===== src/rtl/regpair_loader.sv =====
// regpair_loader: assembles MSB-first byte records into BRAM writes, then hands off to camera_registers.
// Optional macro REGPAIR_CHECKSUM_EN adds a 4th XOR checksum byte to every record.
module regpair_loader #(
  parameter int unsigned RAM_DEPTH  = 256,
  parameter logic [23:0] TERMINATOR = 24'hFFFFFF
) (
  input  logic                         clk_in,
  input  logic                         rst_in,
  input  logic                         clear_in,
  input  logic [7:0]                   s_tdata,
  input  logic                         s_tvalid,
  output logic                         s_tready,
  output logic [$clog2(RAM_DEPTH)-1:0] bram_addr,
  output logic [23:0]                  bram_din,
  output logic                         bram_we,
  output logic                         init_valid,
  input  logic                         init_ready,
  output logic [$clog2(RAM_DEPTH):0]   entry_count,
  output logic                         overflow,
  output logic [7:0]                   csum_err_count,
  output logic [2:0]                   state_out
);
  localparam int unsigned AW = $clog2(RAM_DEPTH);
  localparam int unsigned CW = AW + 1;
`ifdef REGPAIR_CHECKSUM_EN
  localparam int unsigned NB = 4;
`else
  localparam int unsigned NB = 3;
`endif
  localparam int unsigned SW = NB * 8;

  localparam logic [2:0] COLLECT = 3'd0;
  localparam logic [2:0] WRITE   = 3'd1;
  localparam logic [2:0] HANDOFF = 3'd2;
  localparam logic [2:0] DONE    = 3'd3;

  logic [2:0]    state_q, state_d;
  logic [1:0]    idx_q, idx_d;
  logic [SW-1:0] asm_q, asm_d, asm_shift;
  logic [CW-1:0] cnt_d;
  logic          ovf_d, we_d;
  logic [AW-1:0] addr_d;
  logic [23:0]   din_d, rec_shift, rec_held;
  logic          hs, full, last_byte, shift_ok;

  assign hs        = s_tvalid && s_tready;
  assign full      = (entry_count == CW'(RAM_DEPTH));
  assign last_byte = (idx_q == 2'(NB - 1));
  assign asm_shift = {asm_q[SW-9:0], s_tdata};
  assign rec_shift = asm_shift[SW-1 -: 24];
  assign rec_held  = asm_q[SW-1 -: 24];
  assign state_out = state_q;

`ifdef REGPAIR_CHECKSUM_EN
  logic       held_ok;
  logic [7:0] err_d;
  assign shift_ok = ((asm_shift[31:24] ^ asm_shift[23:16] ^ asm_shift[15:8]) == asm_shift[7:0]);
  assign held_ok  = ((asm_q[31:24] ^ asm_q[23:16] ^ asm_q[15:8]) == asm_q[7:0]);
`else
  assign shift_ok       = 1'b1;
  assign csum_err_count = 8'd0;
`endif

  // Next state; write strobe is decided on the last byte so it lands registered in WRITE
  always_comb begin
    state_d = state_q;
    idx_d   = idx_q;
    asm_d   = asm_q;
    cnt_d   = entry_count;
    ovf_d   = overflow;
    we_d    = 1'b0;
    addr_d  = bram_addr;
    din_d   = bram_din;
`ifdef REGPAIR_CHECKSUM_EN
    err_d   = csum_err_count;
`endif
    case (state_q)
      COLLECT: begin
        if (hs) begin
          asm_d = asm_shift;
          if (last_byte) begin
            idx_d   = 2'd0;
            state_d = WRITE;
            we_d    = shift_ok && (rec_shift != TERMINATOR) && !full;
            if (we_d) begin
              addr_d = entry_count[AW-1:0];
              din_d  = rec_shift;
            end
          end else begin
            idx_d = idx_q + 2'd1;
          end
        end
      end
      WRITE: begin
        state_d = COLLECT;
`ifdef REGPAIR_CHECKSUM_EN
        if (!held_ok) begin
          if (csum_err_count != 8'hFF) err_d = csum_err_count + 8'd1;
        end else
`endif
        if (rec_held == TERMINATOR) state_d = HANDOFF;
        else if (full)              ovf_d   = 1'b1;
        else                        cnt_d   = entry_count + CW'(1);
      end
      HANDOFF: if (init_valid && init_ready) state_d = DONE;
      DONE:    state_d = DONE;
      default: state_d = COLLECT;
    endcase
    if (clear_in) begin
      state_d = COLLECT;
      idx_d   = 2'd0;
      cnt_d   = '0;
      ovf_d   = 1'b0;
      we_d    = 1'b0;
`ifdef REGPAIR_CHECKSUM_EN
      err_d   = 8'd0;
`endif
    end
  end

  always_ff @(posedge clk_in or posedge rst_in) begin
    if (rst_in) begin
      state_q     <= COLLECT;
      idx_q       <= 2'd0;
      asm_q       <= '0;
      entry_count <= '0;
      overflow    <= 1'b0;
      bram_we     <= 1'b0;
      bram_addr   <= '0;
      bram_din    <= 24'd0;
      s_tready    <= 1'b1;
      init_valid  <= 1'b0;
    end else begin
      state_q     <= state_d;
      idx_q       <= idx_d;
      asm_q       <= asm_d;
      entry_count <= cnt_d;
      overflow    <= ovf_d;
      bram_we     <= we_d;
      bram_addr   <= addr_d;
      bram_din    <= din_d;
      s_tready    <= (state_d == COLLECT);
      init_valid  <= (state_d == HANDOFF);
    end
  end

`ifdef REGPAIR_CHECKSUM_EN
  always_ff @(posedge clk_in or posedge rst_in) begin
    if (rst_in) csum_err_count <= 8'd0;
    else        csum_err_count <= err_d;
  end
`endif

endmodule


===== config.mk =====
export PLATFORM = sky130hd
export DESIGN_NAME = regpair_loader
export DESIGN_NICKNAME = d
export VERILOG_FILES = /design/src/rtl/regpair_loader.sv
export SDC_FILE = /design/constraint.sdc
export NUM_CORES = 1
export LEC_CHECK = 0
export BUFFER_PORTS_ARGS = -buffer_cell sky130_fd_sc_hd__buf_2
export CAP_MARGIN = 25
export CORE_ASPECT_RATIO = 1.25
export CORE_MARGIN = 1
export CORE_UTILIZATION = 45
export DETAILED_ROUTE_END_ITERATION = 10
export PLACE_DENSITY = 0.68
export SLEW_MARGIN = 20
export SYNTH_ARGS = -nofsm -noshare
export SYNTH_HDL_FRONTEND = slang
export SYNTH_SLANG_ARGS = --single-unit

===== constraint.sdc =====
create_clock -name clk_in -period 2.6 [get_ports clk_in]
set_clock_uncertainty 0.15 [all_clocks]
set_input_delay 0.39 -clock clk_in [delete_from_list [all_inputs] [get_ports clk_in]]
set_output_delay 0.39 -clock clk_in [all_outputs]
set_load 0.05 [all_outputs]

* Word level (Yosys, flattened, before mapping)
Index checks and enable logic that the tools add are counted.
** Word-level totals
- Bits in registers :: 74
- Bits in latches :: 0
- Bits in writable memories :: 0
- Memory bits (read-only) :: 0
- Output and inout port bits :: 56
- Logic and storage cells :: 59
- Memories kept :: 0
** Cells by class
- $add $sub $neg :: 2
- Multipliers :: 0
- Divide/modulo/power cells :: 0
- Order comparisons :: 0
- Eq/ne operators :: 10
- Shifts and indexed selects :: 0
- Mux-type cells :: 22
- Bitwise gates (word level) :: 0
- Reductions and logical operators :: 15
** Operator list (number)
- $mux W9 :: 4
- $eq A24 B24 Y1 const B :: 1
- $ne A24 B24 Y1 const B :: 1
- $mux W3 :: 4
- $pmux W3 S4 :: 1
- $mux W2 :: 5
- $add A9 B1 Y9 const B :: 1
- $eq A3 B2 Y1 const B :: 3
- $eq A9 B9 Y1 const B :: 1
- $mux W1 :: 8
- $reduce_bool A2 Y1 :: 4
- $logic_not A3 Y1 :: 2
- $reduce_and A3 Y1 :: 2
- $ne A2 B2 Y1 const B :: 2
- $reduce_and A2 Y1 :: 2
- $reduce_and A4 Y1 :: 1
- $eq A3 B1 Y1 const B :: 1
- $logic_and A1 B1 Y1 :: 3
- $add A2 B1 Y2 const B :: 1
- $eq A2 B2 Y1 const B :: 1
- $logic_not A1 Y1 :: 1

* Depth between registers and ports, before layout
- Depth after elaboration :: 7
- Depth in mapped cells :: 7
- Gate-level depth less buffers :: 7

* Worst setup path before layout
OpenSTA, ideal clock, no wires.
- Kind :: register to register
- From :: register entry_count[0]
- To :: register bram_addr[0]
- Arrival time :: 2216 ps
- Setup slack :: 109 ps
- Stages on the path, launching flop included :: 8
- Period minus slack after synthesis :: 2491 ps
- Path through :: dfrtp_1 inv_1 ha_1 or4b_1 or2_1 nand2_4 buf_12 mux2_4
** On the way
- Cells in the longest elaborated chain, start to end :: 4
** RTL lines
- start, declared :: line 18 : output logic [$clog2(RAM_DEPTH):0] entry_count,
- start signal, assigned :: line 137 : entry_count <= cnt_d;
- $eq A9 B9 Y1 :: line 47 : assign full = (entry_count == CW'(RAM_DEPTH));
- $logic_not A1 Y1 :: line 84 : we_d = shift_ok && (rec_shift != TERMINATOR) && !full;
- $logic_and A1 B1 Y1 :: line 84
- $reduce_and A4 Y1 (no line)
- end signal, assigned :: line 140 : bram_addr <= addr_d;
- end, declared :: line 13 : output logic [$clog2(RAM_DEPTH)-1:0] bram_addr,
Several ways; a longest one is shown, not always the timed one.
A chain may end at the register's enable or synchronous reset.

* Worst setup path after layout
- From :: register entry_count[0]
- To :: register bram_din[23]
** On the way
- Cells in the longest elaborated chain, start to end :: 4
** RTL lines
- $eq A9 B9 Y1 :: line 47
- $logic_not A1 Y1 :: line 84
- $logic_and A1 B1 Y1 :: line 84
- $reduce_and A4 Y1 (no line)
- end signal, assigned :: line 141 : bram_din <= din_d;
- end, declared :: line 14 : output logic [23:0] bram_din,
No other way between the ends.

==> out/metrics.csv <==
metric;value;unit
insertion_delay;0.34;ns
cts_tree;built;
gr-total-overflow;0;
rsz0062_at_grt;no;
ys_async_sr_fraction;100.0;%
switching_power;0.8891;mW
clkTransAtPathRegs;0.07;ns
tightest_slew;0.5644;ns
numCtsBuffers;9;
layout_setup_ws;0.2012;ns
synth_cell_types;37;
htreeDepth;3;
ant_nets;0;
avgSynthCellArea;14.36;µm²
dp_slack;0.2316;ns
hpwl;4677;µm
final_nets;321;
setup_viol;0;
crit_arrival;2.47;ns
endpoint_kind;register;
yosysMostFrequentCell;dfrtp_1;
p_seq_share;49.4;%
start_kind;register;
slew_headroom;62.32;%
status;complete, no violations;
yosysWarnings;0;
diodes;0;
synth_seq_cells;74;
hold_violations;0;
leakagePower;2.020;nW
synth_top_area_share;56.05;%
drcViolationCount;0;
peakVddDrop;351.5;µV
timing.fmax;416.9;MHz
cp.required;2.68;ns
drt-total-wl;6529;µm
grt_max_degree;36;
ys.flop_type;dfrtp_1;
drive_gt1_share;49.84;%
vias;2056;
cp_max_fo;13;
drt_iter0_drc;110;
dieHeight;97.15;µm
clock_path_buffers;2;
finalSetupTns;0;ns
synth_edf_count;0;
p_clk_share;30.7;%
post_drt_wl_per_cell;16.28;µm
viasPerCell;5.127;
portBuffers;60;
layout_worst_path_cycle_share;92.26;%
cts_resized;0;
rows;34;
die_w;78.12;µm
drv_slew;0;
clock_sinks;74;
seq_area_frac_synth;56.85;%
synth_cells;227;
track_usage;18.57;%
min_period;2.399;ns
comb_power_share;19.9;%
switching_share;30.89;%
grt_pass1_wl;10520;µm
syn-cell-area;3259;µm²
first_pass_iters;4;
antenna_found_initial;0;
synth_area_leaders;dfrtp_1 (56%), mux2_4 (12%), mux2_2 (10%);
gp_congestion;0.8751;
area_growth;20.15;%
hold_class;in -> reg;
power_per_cell_area;734.9;nW/µm²
core;6977;µm²
die_area;7589;µm²
p_int;1.989;mW
initial_core_util;46.72;%
synthTopCellsByCount;dfrtp_1 (73), mux2_2 (29), mux2_4 (27);
grt_pass1_vias;2054;
drv_cap;0;
path_class;reg -> reg;
yosys.area.top_type;dfrtp_1;
pin_count;69;
cts_root_buf;clkbuf_8;
==> routing by layer <==
metal  up-vias  global-route usage, %  routed length, µm
li1        951                      -                  -
met1      1039                  23.90               2886
met2        56                  29.15               3215
met3        10                  5.070                310
met4         0                  8.262                117
met5         -                      0                  0
==> placed cells by master, fill, tap and decap left out, types with 2 or more instances in the layout <==
cell type / instances
a211oi_1: 3
a21oi_1: 5
a22o_2: 2
a31oi_1: 2
buf_12: 3
buf_2: 60
buf_4: 12
clkbuf_1: 2
clkbuf_8: 10
conb_1: 9
dfrtp_1: 73
ha_1: 2
inv_1: 3
mux2_2: 29
mux2_4: 27
nand2_1: 4
nand4_1: 14
nor2_1: 18
nor2b_1: 2
or4b_1: 2
xnor2_1: 6
==> metrics by stage <==
stage	instances	total power, mW	hold WS (ns)	area (µm²)	utilization, %
6_report	401	2.878	0.1673	3916	56.13
4_1_cts	401	2.915	0.1471	3916	56.13
2_1_floorplan	235	1.882	0.3303	3289	-
3_5_place_dp	384	2.027	0.3255	3710	53.17
3_3_place_gp	384	2.008	0.3309	3710	53.17
5_1_grt	401	3.007	0.1556	3916	56.13
==> state kept, by name, indices dropped and copies added (netlist names) <==
name,count
asm_q,24
bram_addr,8
bram_din,24
bram_we,1
entry_count,9
idx_q,2
init_valid,1
overflow,1
s_tready,1
state_out,3
==> layout make-up <==
cell class | instances | area, µm²
Clock buffer | 12 | 145.1
Clock inverter | 4 | 51.30
Fill cell | 603 | 3060
Inverter | 4 | 15.01
Multi-Input combinational cell | 141 | 1279
Sequential cell | 74 | 1853
Tap cell | 90 | 112.6
Timing Repair Buffer | 76 | 460.4
==> cell families (layout without fill, tap and decap cells) <==
group                    Yosys count  in the layout  synth area share [%]
AO/OA/AOI/OAI                     16             16                 3.570
flip-flops                        74             74                 56.85
adder cells (fa/ha/maj)            2              2                0.7676
XOR/XNOR                           6              6                 1.612
multiplexers                      57             57                 22.76
other                              1              9                0.1151
AND/OR/NAND/NOR                   51             51                 9.482
buffers and inverters             20             96                 4.837
==> critical path: stages (launching register included) <==
cell and delay (ns):
dfrtp_1 0.38, inv_1 0.09, ha_1 0.16, or4b_1 0.48
or2_1 0.30, nand2_4 0.23, buf_12 0.19, mux2_4 0.30
==> power by group through the flow <==
| stage | Clock (mW) | Sequential, mW | Combinational, mW |
|---|---|---|---|
| after global routing | 0.955 | 1.44 | 0.607 |
| after detailed placement | 0 | 1.45 | 0.577 |
| final | 0.883 | 1.42 | 0.574 |
| after floorplan | 0 | 1.63 | 0.253 |
| after CTS | 0.908 | 1.43 | 0.581 |
| after global placement | 0 | 1.44 | 0.567 |
==> path summary, 6_finish.rpt <==
kind,depth (start not counted),startpoint,slack [ns],to
min in group asynchronous,3,rst_in,0.49,bram_din[3]
hold reg to reg,1,bram_din[13],0.36,bram_din[13]
setup / recovery,7,entry_count[0],0.20,bram_din[23]
setup reg to reg,7,entry_count[0],0.20,bram_din[23]
hold / removal,2,s_tdata[3],0.17,bram_din[3]
max in group asynchronous,4,rst_in,1.16,s_tready
==> timing repair <==
item | 4_1_cts | 5_1_grt
hold endpoints to repair | 22 | 0
setup endpoints to repair | 0 | 0
hold buffers | 1 | 0
setup buffers | 0 | 0
Note: power is estimated with default switching activity, not from simulation.
